--- config.mk ---
export PLATFORM = sky130hd
export DESIGN_NAME = avalon_mm_master
export DESIGN_NICKNAME = d
export VERILOG_FILES = /design/src/rtl/avalon_mm_master.sv
export SDC_FILE = /design/constraint.sdc
export NUM_CORES = 1
export LEC_CHECK = 0
export ABC_AREA = 1
export ABC_CLOCK_PERIOD_IN_PS = 2500
export BUFFER_PORTS_ARGS = -buffer_cell sky130_fd_sc_hd__buf_4
export CAP_MARGIN = 20
export CORE_ASPECT_RATIO = 1.5
export CORE_MARGIN = 5
export CORE_UTILIZATION = 47
export CTS_CLUSTER_SIZE = 12
export DETAILED_ROUTE_END_ITERATION = 16
export PLACE_DENSITY_LB_ADDON = 0.12
export SYNTH_ARGS = -nofsm -noshare
export SYNTH_HDL_FRONTEND = slang
export SYNTH_SLANG_ARGS = --single-unit
--- constraint.sdc ---
create_clock -name CLK -period 2.5 [get_ports CLK]
set_clock_uncertainty 0.05 [all_clocks]
set_input_delay 0.25 -clock CLK [delete_from_list [all_inputs] [get_ports CLK]]
set_output_delay 0.25 -clock CLK [all_outputs]
set_load 0.05 [all_outputs]
--- src/rtl/avalon_mm_master.sv ---
// Avalon-MM initiator: valid/ready command stream to Avalon read/write transfers with pipelined read tracking.
// Optional waitrequest stall abort is enabled by defining AVALON_MM_MST_TIMEOUT_EN.
module avalon_mm_master #(
  parameter int ADDR_W         = 16,
  parameter int DATA_W         = 32,
  parameter int MAX_PEND       = 4,
  parameter int TIMEOUT_CYCLES = 256
) (
  input  logic                CLK,
  input  logic                RST,
  input  logic                CMD_VALID,
  output logic                CMD_READY,
  input  logic                CMD_WR,
  input  logic [ADDR_W-1:0]   CMD_ADDR,
  input  logic [DATA_W/8-1:0] CMD_BE,
  input  logic [DATA_W-1:0]   CMD_WDATA,
  output logic                RSP_VALID,
  output logic [DATA_W-1:0]   RSP_DATA,
  output logic                WR_DONE,
  output logic [3:0]          PEND_CNT,
  output logic                ERR_UNEXP,
  output logic                TIMEOUT,
  output logic [ADDR_W-1:0]   AVALON_ADDRESS,
  output logic [DATA_W/8-1:0] AVALON_BYTEENABLE,
  output logic                AVALON_READ,
  output logic                AVALON_WRITE,
  output logic [DATA_W-1:0]   AVALON_WRITEDATA,
  input  logic [DATA_W-1:0]   AVALON_READDATA,
  input  logic                AVALON_READDATAVALID,
  input  logic                AVALON_WAITREQUEST
);
  localparam int         BE_W  = DATA_W / 8;
  localparam logic [3:0] MAX_P = 4'(MAX_PEND);

  typedef enum logic {S_IDLE, S_REQ} state_t;

  typedef struct packed {
    logic [ADDR_W-1:0] addr;
    logic [BE_W-1:0]   be;
    logic [DATA_W-1:0] wdata;
  } req_t;

  state_t     state;
  req_t       cmd_in, req;
  logic       xfer_done, accept, rd_acc, rdv_ok, abort, abort_rd;
  logic [3:0] pend_nxt;

  assign cmd_in            = '{addr: CMD_ADDR, be: CMD_BE, wdata: CMD_WDATA};
  assign AVALON_ADDRESS    = req.addr;
  assign AVALON_BYTEENABLE = req.be;
  assign AVALON_WRITEDATA  = req.wdata;

  // A strobe is always up in REQ, so completion is simply REQ without stall.
  assign xfer_done = (state == S_REQ) & ~AVALON_WAITREQUEST;
  assign CMD_READY = ~RST & (PEND_CNT < MAX_P) & ((state == S_IDLE) | xfer_done);
  assign accept    = CMD_VALID & CMD_READY;
  assign rd_acc    = accept & ~CMD_WR;
  assign rdv_ok    = AVALON_READDATAVALID & (PEND_CNT != 4'd0);

`ifdef AVALON_MM_MST_TIMEOUT_EN
  localparam int TO_W = $clog2(TIMEOUT_CYCLES + 1);
  logic [TO_W-1:0] to_cnt;

  assign abort = (state == S_REQ) & AVALON_WAITREQUEST &
                 (to_cnt == TO_W'(TIMEOUT_CYCLES - 1));

  always_ff @(posedge CLK) begin
    if (RST || state != S_REQ || !AVALON_WAITREQUEST || abort) to_cnt <= '0;
    else                                                        to_cnt <= to_cnt + 1'b1;
  end
`else
  logic unused_timeout_cfg;
  assign unused_timeout_cfg = ^TIMEOUT_CYCLES;
  assign abort              = 1'b0;
`endif

  assign abort_rd = abort & AVALON_READ;

  // Reads are counted at accept, so an aborted read must give its slot back.
  always_comb begin
    pend_nxt = PEND_CNT;
    if (rd_acc)                         pend_nxt = pend_nxt + 4'd1;
    if (rdv_ok)                         pend_nxt = pend_nxt - 4'd1;
    if (abort_rd && pend_nxt != 4'd0)   pend_nxt = pend_nxt - 4'd1;
  end

  always_ff @(posedge CLK) begin
    if (RST) begin
      state        <= S_IDLE;
      req          <= '0;
      AVALON_READ  <= 1'b0;
      AVALON_WRITE <= 1'b0;
      RSP_VALID    <= 1'b0;
      RSP_DATA     <= '0;
      WR_DONE      <= 1'b0;
      ERR_UNEXP    <= 1'b0;
      TIMEOUT      <= 1'b0;
      PEND_CNT     <= 4'd0;
    end else begin
      RSP_VALID <= rdv_ok;
      if (rdv_ok) RSP_DATA <= AVALON_READDATA;
      ERR_UNEXP <= AVALON_READDATAVALID & (PEND_CNT == 4'd0);
      WR_DONE   <= xfer_done & AVALON_WRITE;
      TIMEOUT   <= abort;
      PEND_CNT  <= pend_nxt;
      if (accept) begin
        state        <= S_REQ;
        req          <= cmd_in;
        AVALON_READ  <= ~CMD_WR;
        AVALON_WRITE <= CMD_WR;
      end else if (xfer_done || abort) begin
        state        <= S_IDLE;
        AVALON_READ  <= 1'b0;
        AVALON_WRITE <= 1'b0;
      end
    end
  end
endmodule

==> results.toml, run 1 <==
[run_status]
status = "finished clean"

[sta]
finalSetupTns_ns = 0
drv_slew = 0
rsz0062_at_grt = "false"
setup_ws_ns = 0.785
fin_crit_ns = 1.72
fmax_mhz = 583
worst_pin_slew_ns = 0.841
setup_viol = 0
hold_ws_ns = 0.0402
hold_violations = 0
relSlewSlack_pct = 44.0
period_share_pct = 68.6

[layout]
diodes = 0
final_common_cell = "buf_4"
multi_input_area_sq_um = 1310
nNetsFinal = 697
fin_area_sq_um = 4920
drive_above_1_share_pct = 34.3
layout_common_cells = "buf_4, nand2_1, dfxtp_1"
regArea_sq_um = 1880
area_growth_pct = 46.4
fillers = 603
fin_cells = 685

[global_route]
grt_max_degree = 92
grt_pass1_wl_um = 14900
grt_pass1_vias = 3184
antenna_found_initial = 0
grt_use_total_pct = 21.0
grt_overflow = 0

[setup_path]
path_max_fanout = 5
crit_arrival_ns = 1.90
start_kind = "register"
crit_slowest_cell = "dfxtp_1"
crit_top_cell = "nand2_1"
cp-end-kind = "register"
cp_cell_sequence = "nor2_2, nand3_2, nor2_4, nand2_1, nand2_1, nand2_1, ha_1, nand2_1, o211ai_1, inv_1"
path_buf_inv = 1
cp_slowest_stage_delay_ns = 0.35
criticalPathCategory = "register to register"
r2r_setup_slack_ns = 0.78
critPathTopFamily = "simple AND/OR/NAND/NOR gates"
cp_data_required_time_ns = 2.69

[cts]
hold_buffers = 0
cts_sinks = 94
cts_resized = 0
cts_tree = "done"
clk_latency_ns = 0.34
root_buffer = "clkbuf_8"
htree_num_levels = 3
numCtsBuffers = 9
post_cts_buffers = 0
cts_buffer_depth = 2
path_clk_slew_ns = 0.08

[power]
peakVddDrop_mv = 1.12
leakage_nw = 2.55
combPwrFrac_pct = 54.9
pwr_density_cell_nw_per_um2 = 1430
seqPwrFrac_pct = 32.4
switchingPower_mw = 3.52
p_int_mw = 3.54
clockPowerShare_pct = 12.7
switching_share_pct = 49.9

[detailed_routing]
drt_pre_antenna_iters = 6
drtIter0Drc = 188
finalWirelength_um = 9500
drt.antenna.violating_nets = 0
num_vias = 3393
wl_per_cell_um = 13.9
route.detailed.drc = 0
viasPerCell = 4.95

[hold_path]
hp-class = "input pin to register"

[die]
die_h_um = 114
rows = 37
ios = 185
die_area_sq_um = 8980
floorplan.initialDensity_pct = 48.4
core_sq_um = 6940
die_x_um = 79.1

[synth]
synthCells = 434
synth-seq-area-share_pct = 56.0
synth_nets = 527
synth-warning-count = 0
yosysUniqueCellTypes = 23
syn_area_sq_um = 3360
syn_area_per_cell_sq_um = 7.75
synth_top_cell_by_area = "dfxtp_1"
synth_area_leaders = "dfxtp_1, nand2_1, nand3_1, nor2_1, o21ai_0"
synth-seq-cells = 94
synth_top_area_share_pct = 56.0

[flow_run]
drv_cap = 0

[placement]
io_buffer_count = 183
dpl_cell_area_sq_um = 4750
dp_slack_ns = 0.795
placed_cells = 671
dpl.hpwl_um = 7060
gp_congestion = 0.839
==> worst reg2reg max path, stage by stage, from the launching register on <==
cell and delay [ns]:
dfxtp_1 0.35, nor2_2 0.18, nand3_2 0.12, nor2_4 0.15, nand2_1 0.11, nand2_1 0.10
nand2_1 0.08, ha_1 0.27, nand2_1 0.05, o211ai_1 0.09, inv_1 0.05
==> layer usage <==
| layer | track usage, % | vias up | share of wire, % |
|---|---|---|---|
| li1 | - | 1711 | - |
| met1 | 23.1 | 1518 | 37 |
| met2 | 35.7 | 142 | 51 |
| met3 | 7.19 | 22 | 9.5 |
| met4 | 10.7 | 0 | 3.1 |
| met5 | 0 | - | 0 |
==> cell type report <==
type | instances | share of cell area, %
timing repair buffer | 188 | 28.7
sequential | 94 | 38.2
inverter | 13 | 0.991
clock buffer | 13 | 3.43
multi-input combinational | 298 | 26.6
clock inverter | 1 | 0.102
tap | 78 | 1.98
==> synth_stat cells <==
library cell	number
a21oi_1	4
inv_1	12
buf_1	9
clkbuf_1	8
nand4_1	1
buf_2	10
nor2_2	2
conb_1	1
xor2_1	1
nand3_2	2
nor2_1	71
nand2_1	119
o21bai_1	1
o211ai_1	1
inv_2	1
ha_1	3
a21oi_2	1
o21a_1	1
nand3_1	56
dfxtp_1	94
o21ai_1	1
buf_4	2
o21ai_0	33
==> kinds of logic after synthesis <==
group | after synthesis | share of synthesized area [%]
compound gates | 42 | 6.59
simple gates | 251 | 30.7
flops | 94 | 56.0
fa+ha+maj | 3 | 1.12
other cells | 1 | 0.112
xor+xnor | 1 | 0.260
buf+inv | 42 | 5.28
==> power by group through the flow <==
stage / clock network, mW / registers (mW) / logic [mW]
floorplan: 0 / 3.99 / 1.03
global placement: 0 / 2.29 / 3.85
detailed placement: 0 / 2.32 / 3.91
CTS: 0.923 / 2.29 / 3.91
global route: 0.994 / 2.36 / 4.14
finish: 0.896 / 2.29 / 3.87
==> worst paths after layout <==
check,start,end,depth (start not counted)
setup / recovery,PEND_CNT[2]$_SDFF_PP0_,PEND_CNT[1]$_SDFF_PP0_,10
hold reg to reg,AVALON_WRITE$_SDFFE_PP0P_,WR_DONE$_SDFF_PP0_,2
setup reg to reg,PEND_CNT[2]$_SDFF_PP0_,PEND_CNT[1]$_SDFF_PP0_,10
hold / removal,RST,AVALON_READ$_SDFFE_PP0P_,2
==> sequential cells by signal (all words and copies together), names as in the netlist, 4 cells and up <==
register,flops
AVALON_ADDRESS,16
AVALON_BYTEENABLE,4
AVALON_WRITEDATA,32
PEND_CNT,4
RSP_DATA,32
==> through the flow <==
step	util [%]	power, mW
after global routing	70.9	7.50
after CTS	70.9	7.13
after global placement	68.4	6.15
after detailed placement	68.4	6.23
final	70.9	7.06
after floorplan	-	5.03
Power figures use the tool's default switching activity.
==> inputs of run 2 (changes only) <==
--- a/config.mk
+++ b/config.mk
@@ -5,13 +5,13 @@
 export SDC_FILE = /design/constraint.sdc
 export NUM_CORES = 1
 export LEC_CHECK = 0
-export ABC_AREA = 1
-export ABC_CLOCK_PERIOD_IN_PS = 2500
+export ABC_AREA = 0
+export ABC_CLOCK_PERIOD_IN_PS = 1500
 export BUFFER_PORTS_ARGS = -buffer_cell sky130_fd_sc_hd__buf_4
 export CAP_MARGIN = 20
 export CORE_ASPECT_RATIO = 1.5
 export CORE_MARGIN = 5
-export CORE_UTILIZATION = 47
+export CORE_UTILIZATION = 41
 export CTS_CLUSTER_SIZE = 12
 export DETAILED_ROUTE_END_ITERATION = 16
 export PLACE_DENSITY_LB_ADDON = 0.12
==> constraint.sdc (replaced) <==
create_clock -name CLK -period 1.5 [get_ports CLK]
set_clock_uncertainty 0.05 [all_clocks]
set_input_delay 0.15 -clock CLK [delete_from_list [all_inputs] [get_ports CLK]]
set_output_delay 0.15 -clock CLK [all_outputs]
set_load 0.05 [all_outputs]
==> results.toml, run 2 <==
[sta]
worst_pin_slew_ns = 0.668
fmax_mhz = 609
period_share_pct = 110
finalSetupTns_ns = -2.73
setup_ws_ns = -0.143
setup_viol = 54
relSlewSlack_pct = 55.5
rsz0062_at_grt = "true"
fin_crit_ns = 1.64
hold_ws_ns = 0.0110
drv_slew = 0
hold_violations = 0

[hold_path]
hp-class = "input pin to register"
hp-start = "AVALON_READDATA[21]"
min_delay_path_depth = 3
holdPathEnd = "RSP_DATA[21]$_SDFFE_PP0P_"

[detailed_routing]
wl_per_cell_um = 17.0
num_vias = 3998
route.detailed.drc = 0
drt.antenna.violating_nets = 0
drt_pre_antenna_iters = 4
finalWirelength_um = 13800
viasPerCell = 4.92
drtIter0Drc = 191

[synth]
synth_nets = 512
synthCells = 419
synth_top_cell_by_area = "dfxtp_1"
yosysUniqueCellTypes = 33
synth-seq-cells = 94
synth-edff-count = 0
synth_async_sr_flop_share_pct = 0
synth-seq-area-share_pct = 52.2
synthTopCellsByCount = "nand2_1, dfxtp_1, nand3b_1, a21oi_1, clkbuf_1"
synth_area_leaders = "dfxtp_1, nand2_1, nand3b_1, a21oi_1, buf_6"
syn_area_sq_um = 3600
yosysMostFrequentCell = "nand2_1"
synth_top_area_share_pct = 52.2
synth-main-ff-cell = "dfxtp_1"
synth-warning-count = 0
syn_area_per_cell_sq_um = 8.60

[power]
p_int_mw = 7.80
combPwrFrac_pct = 57.8
pwr_density_cell_nw_per_um2 = 2020
leakage_nw = 3.31
clockPowerShare_pct = 15.9
peakVddDrop_mv = 1.56
seqPwrFrac_pct = 26.3
switching_share_pct = 44.7
switchingPower_mw = 6.30
p_total_mw = 14.1

[setup_path]
crit_arrival_ns = 1.82
crit_slowest_cell = "dfxtp_4"
cp_data_required_time_ns = 1.68
path_max_fanout = 2
cp-end-kind = "register"
path_buf_inv = 1
start_kind = "register"
criticalPathCategory = "register to register"
critPathTopFamily = "flip-flops"
cp_cell_sequence = "inv_4, ha_4, and2b_1, and4_1, o211ai_1, mux2_4"
r2r_setup_slack_ns = -0.14
r2r-start = "PEND_CNT[0]$_SDFF_PP0_"
cp_slowest_stage_delay_ns = 0.36
r2r_end = "PEND_CNT[3]$_SDFF_PP0_"
r2r_cells = 6

[cts]
htree_num_levels = 3
cts_tree = "done"
numCtsBuffers = 9
root_buffer = "clkbuf_16"
path_clk_slew_ns = 0.07
clk_latency_ns = 0.34
cts_buffer_depth = 2
cts_sinks = 94

[die]
ios = 185
die_x_um = 86.5
die_area_sq_um = 10800
floorplan.initialDensity_pct = 41.3
rows = 42
die_h_um = 125
core_sq_um = 8720

[layout]
diodes = 0
drive_above_1_share_pct = 48.7
nNetsFinal = 790
regArea_sq_um = 1890
utilization_pct = 79.8
area_growth_pct = 93.4
layout_common_cells = "buf_4, nand2_1, dfxtp_1"
final_common_cell = "buf_4"
multi_input_area_sq_um = 1940
fillers = 569

[placement]
io_buffer_count = 183
dpl.hpwl_um = 7360
dp_slack_ns = -0.194
gp_congestion = 0.759

[global_route]
grt_pass1_vias = 3978
grt_overflow = 0
grt_pass1_wl_um = 19100
antenna_found_initial = 0
grt_use_total_pct = 22.3
grt_max_degree = 50

[run_status]
status = "finished, violations left"
violations = "setup timing"

[flow_run]
drv_cap = 0
run 2: worst min-delay path: stages:
cell,delay (ns)
buf_4,0.11
nand2_1,0.06
a21oi_2,0.04
run 2: logic make-up after synthesis:
group / synth area share, %
AO/OA/AOI/OAI: 7.33
XOR/XNOR: 0.868
adder cells (fa/ha/maj): 1.04
buffers and inverters: 5.14
flip-flops: 52.2
multiplexers: 0.695
other: 0.104
AND/OR/NAND/NOR: 32.6
run 2: power by group through the flow:
stage	registers [mW]	logic, mW	clock network (mW)
after floorplan	5.94	1.86	0
after global placement	3.59	5.96	0
after detailed placement	3.62	6.04	0
after CTS	3.61	7.35	2.30
after global routing	3.77	8.55	2.42
final	3.71	8.15	2.24
run 2: how the worst max path moves through the flow:
stage	start	endpoint	slack (ns)	cells after the start
6_report	PEND_CNT[0]$_SDFF_PP0_	PEND_CNT[3]$_SDFF_PP0_	-0.14	6
5_1_grt	PEND_CNT[2]$_SDFF_PP0_	PEND_CNT[1]$_SDFF_PP0_	-0.22	6
4_1_cts	PEND_CNT[0]$_SDFF_PP0_	PEND_CNT[3]$_SDFF_PP0_	-0.17	6
3_5_place_dp	PEND_CNT[0]$_SDFF_PP0_	PEND_CNT[3]$_SDFF_PP0_	-0.19	6
3_3_place_gp	PEND_CNT[0]$_SDFF_PP0_	PEND_CNT[3]$_SDFF_PP0_	-0.14	6
2_1_floorplan	PEND_CNT[0]$_SDFF_PP0_	PEND_CNT[3]$_SDFF_PP0_	-0.26	6
run 2: final cells by class:
| cell class | instances | area share (%) |
|---|---|---|
| clock buffers | 11 | 3.34 |
| clock inverters | 5 | 0.844 |
| inverters | 3 | 0.234 |
| multi-input cells | 294 | 27.9 |
| flip-flops and latches | 94 | 27.2 |
| well taps | 110 | 1.98 |
| repair buffers | 295 | 38.5 |
run 2: per-layer routing:
layer	up-vias	share of wire, %	global-route usage [%]	wire, um
li1	1923	-	-	-
met2	165	53	38.7	7370
met5	-	0	0	0
met1	1879	37	24.1	5040
met3	31	7.1	8.21	979
met4	0	2.8	8.17	383
run 2: metrics by stage:
| stage | area [sq um] | instances |
|---|---|---|
| after detailed placement | 5190 | 707 |
| after global placement | 5190 | 707 |
| final | 6970 | 812 |
| after CTS | 6460 | 796 |
| after global routing | 6970 | 812 |
| after floorplan | 3670 | 419 |
run 2: timing repair:
action,CTS,global route
endpoints found under the hold margin,60,1
resized for setup,54,74
cloned,5,9
hold buffers,60,1
setup endpoints to repair,33,92
pin swaps,45,65
setup buffers,8,10
==> inputs of run 3 (changes only) <==
--- a/config.mk
+++ b/config.mk
@@ -14,6 +14,7 @@
 export CORE_UTILIZATION = 41
 export CTS_CLUSTER_SIZE = 12
 export DETAILED_ROUTE_END_ITERATION = 16
+export GPL_TIMING_DRIVEN = 0
 export PLACE_DENSITY_LB_ADDON = 0.12
 export SYNTH_ARGS = -nofsm -noshare
 export SYNTH_HDL_FRONTEND = slang
==> results.toml, run 3 (synthesis gave the netlist of run 2 again) <==
[run_status]
status = "finished, violations left"
violations = "setup timing"

[setup_path]
r2r_setup_slack_ns = -0.15
r2r_end = "PEND_CNT[3]$_SDFF_PP0_"
cp_cell_sequence = "inv_4, ha_4, and2b_1, and4_1, o211ai_1, mux2_4"
cp-end-kind = "register"
cp_slowest_stage_delay_ns = 0.36
r2r_cells = 6
start_kind = "register"
criticalPathCategory = "register to register"
crit_arrival_ns = 1.82
path_max_fanout = 2
r2r-start = "PEND_CNT[0]$_SDFF_PP0_"
crit_slowest_cell = "dfxtp_4"
cp_data_required_time_ns = 1.67

[sta]
setup_ws_ns = -0.147
setup_viol = 55
rsz0062_at_grt = "true"
worst_pin_slew_ns = 0.575
fmax_mhz = 607
hold_violations = 0
period_share_pct = 110
drv_slew = 0
fin_crit_ns = 1.65
relSlewSlack_pct = 61.6

[flow_run]
drv_cap = 0

[detailed_routing]
drt_pre_antenna_iters = 4
wl_per_cell_um = 14.3
drt.antenna.violating_nets = 0
finalWirelength_um = 11400
num_vias = 3754
viasPerCell = 4.67
route.detailed.drc = 0
drtIter0Drc = 98

[die]
ios = 185
die_x_um = 86.5
core_sq_um = 8720
die_h_um = 125
die_area_sq_um = 10800
rows = 42
floorplan.initialDensity_pct = 41.3

[placement]
io_buffer_count = 183
dpl.hpwl_um = 7850
gp_congestion = 0.730

[layout]
fillers = 656
nNetsFinal = 781
drive_above_1_share_pct = 40.8
layout_common_cells = "buf_4, nand2_1, dfxtp_1"
final_common_cell = "buf_4"
area_growth_pct = 77.2
utilization_pct = 73.2
diodes = 0

[global_route]
antenna_found_initial = 0
grt_util_met3_pct = 7.35
grt_overflow = 0
grt_pass1_wl_um = 17700
grt_use_total_pct = 20.4
grt_max_degree = 15
grt_pass1_vias = 3867
use_met2_pct = 37.1
top_usage_layer = "met2"
gr-usage-met1_pct = 20.3

[cts]
numCtsBuffers = 9
root_buffer = "clkbuf_16"
cts_tree = "done"
cts_buffer_depth = 2
cts_sinks = 94
clk_latency_ns = 0.33
htree_num_levels = 3
path_clk_slew_ns = 0.07

[power]
pwr_density_cell_nw_per_um2 = 2010
peakVddDrop_mv = 1.33
p_total_mw = 12.8
leakage_nw = 3.06

[hold_path]
hp-class = "input pin to register"
holdPathEnd = "RSP_DATA[12]$_SDFFE_PP0P_"
min_delay_path_depth = 3
hp-start = "AVALON_READDATA[12]"
## run 3: cell types whose count changed in the layout (fill, tap and decap cells not counted), moves of 6 or more
cell | before | now
clkbuf_1 | 2 | 12
nand2_1 | 133 | 160
buf_12 | 11 | 0
buf_4 | 206 | 198
dlygate4sd3_1 | 61 | 54
nand2_2 | 13 | 7
nand2_4 | 25 | 4
a21oi_1 | 3 | 22
a21oi_2 | 32 | 13
buf_6 | 7 | 15
## run 3: worst max path at each step
stage                     slack [ns]                   start                endpoint  cells after the start
after global placement         -0.35  PEND_CNT[2]$_SDFF_PP0_  PEND_CNT[1]$_SDFF_PP0_                      6
final                          -0.15  PEND_CNT[0]$_SDFF_PP0_  PEND_CNT[3]$_SDFF_PP0_                      6
after global routing           -0.21  PEND_CNT[2]$_SDFF_PP0_  PEND_CNT[1]$_SDFF_PP0_                      6
after floorplan                -0.26  PEND_CNT[0]$_SDFF_PP0_  PEND_CNT[3]$_SDFF_PP0_                      6
after CTS                      -0.16  PEND_CNT[2]$_SDFF_PP0_  PEND_CNT[1]$_SDFF_PP0_                      6
after detailed placement       -0.36  PEND_CNT[2]$_SDFF_PP0_  PEND_CNT[1]$_SDFF_PP0_                      6
## run 3: power breakdown
group	switching (mW)	internal [mW]	leakage (nW)
Combinational	4.29	2.71	2.15
Clock	0.922	1.28	0.143
Sequential	0.416	3.21	0.774
Total	5.63	7.20	3.06
## run 3: cell type report
class                   count  area, sq um  share of cell area, %
well taps                 110          138                   2.16
inverters                   3         18.8                  0.294
clock inverters             5         50.0                  0.784
plain buffers              28          226                   3.55
multi-input cells         293         1680                   26.3
repair buffers            259         2140                   33.6
clock buffers              11          233                   3.64
flip-flops and latches     94         1900                   29.7
## run 3: routing by layer
layer | share of wire, % | wire (um) | vias to the layer above
met1 | 36 | 4170 | 1698
li1 | - | - | 1907
met3 | 8.8 | 1010 | 22
met2 | 53 | 6010 | 127
met5 | 0 | 0 | -
met4 | 2.2 | 257 | 0
## run 3: critical path: cells and delay by family, from the launching register on
| family | cells | cell delay [ns] |
|---|---|---|
| DFF | 1 | 0.36 |
| and+or+nand+nor | 2 | 0.32 |
| muxes | 1 | 0.32 |
| adders and majority gates | 1 | 0.25 |
| AOI/OAI and AO/OA | 1 | 0.20 |
| buffers and inverters | 1 | 0.04 |
## run 3: repair_timing
| action | in CTS | in global routing |
|---|---|---|
| endpoints found under the hold margin | 54 | 0 |
| setup buffers | 13 | 7 |
| hold buffers | 54 | 0 |
| gates resized for setup | 7 | 50 |
| setup endpoints to repair | 83 | 85 |
| pin swaps | 6 | 22 |
| gates cloned | 0 | 2 |
## run 3: through the flow
step / hold WS, ns / std cells / area (sq um) / setup TNS, ns / setup WS, ns
CTS: 0.000462 / 795 / 6120 / -0.463 / -0.164
detailed placement: 0.288 / 712 / 5180 / -3.45 / -0.362
floorplan: 0.178 / 419 / 3670 / -0.608 / -0.261
global route: 0.000813 / 803 / 6380 / -8.23 / -0.213
global placement: 0.283 / 712 / 5180 / -2.87 / -0.349
finish: 0.00361 / 803 / 6380 / -1.95 / -0.147
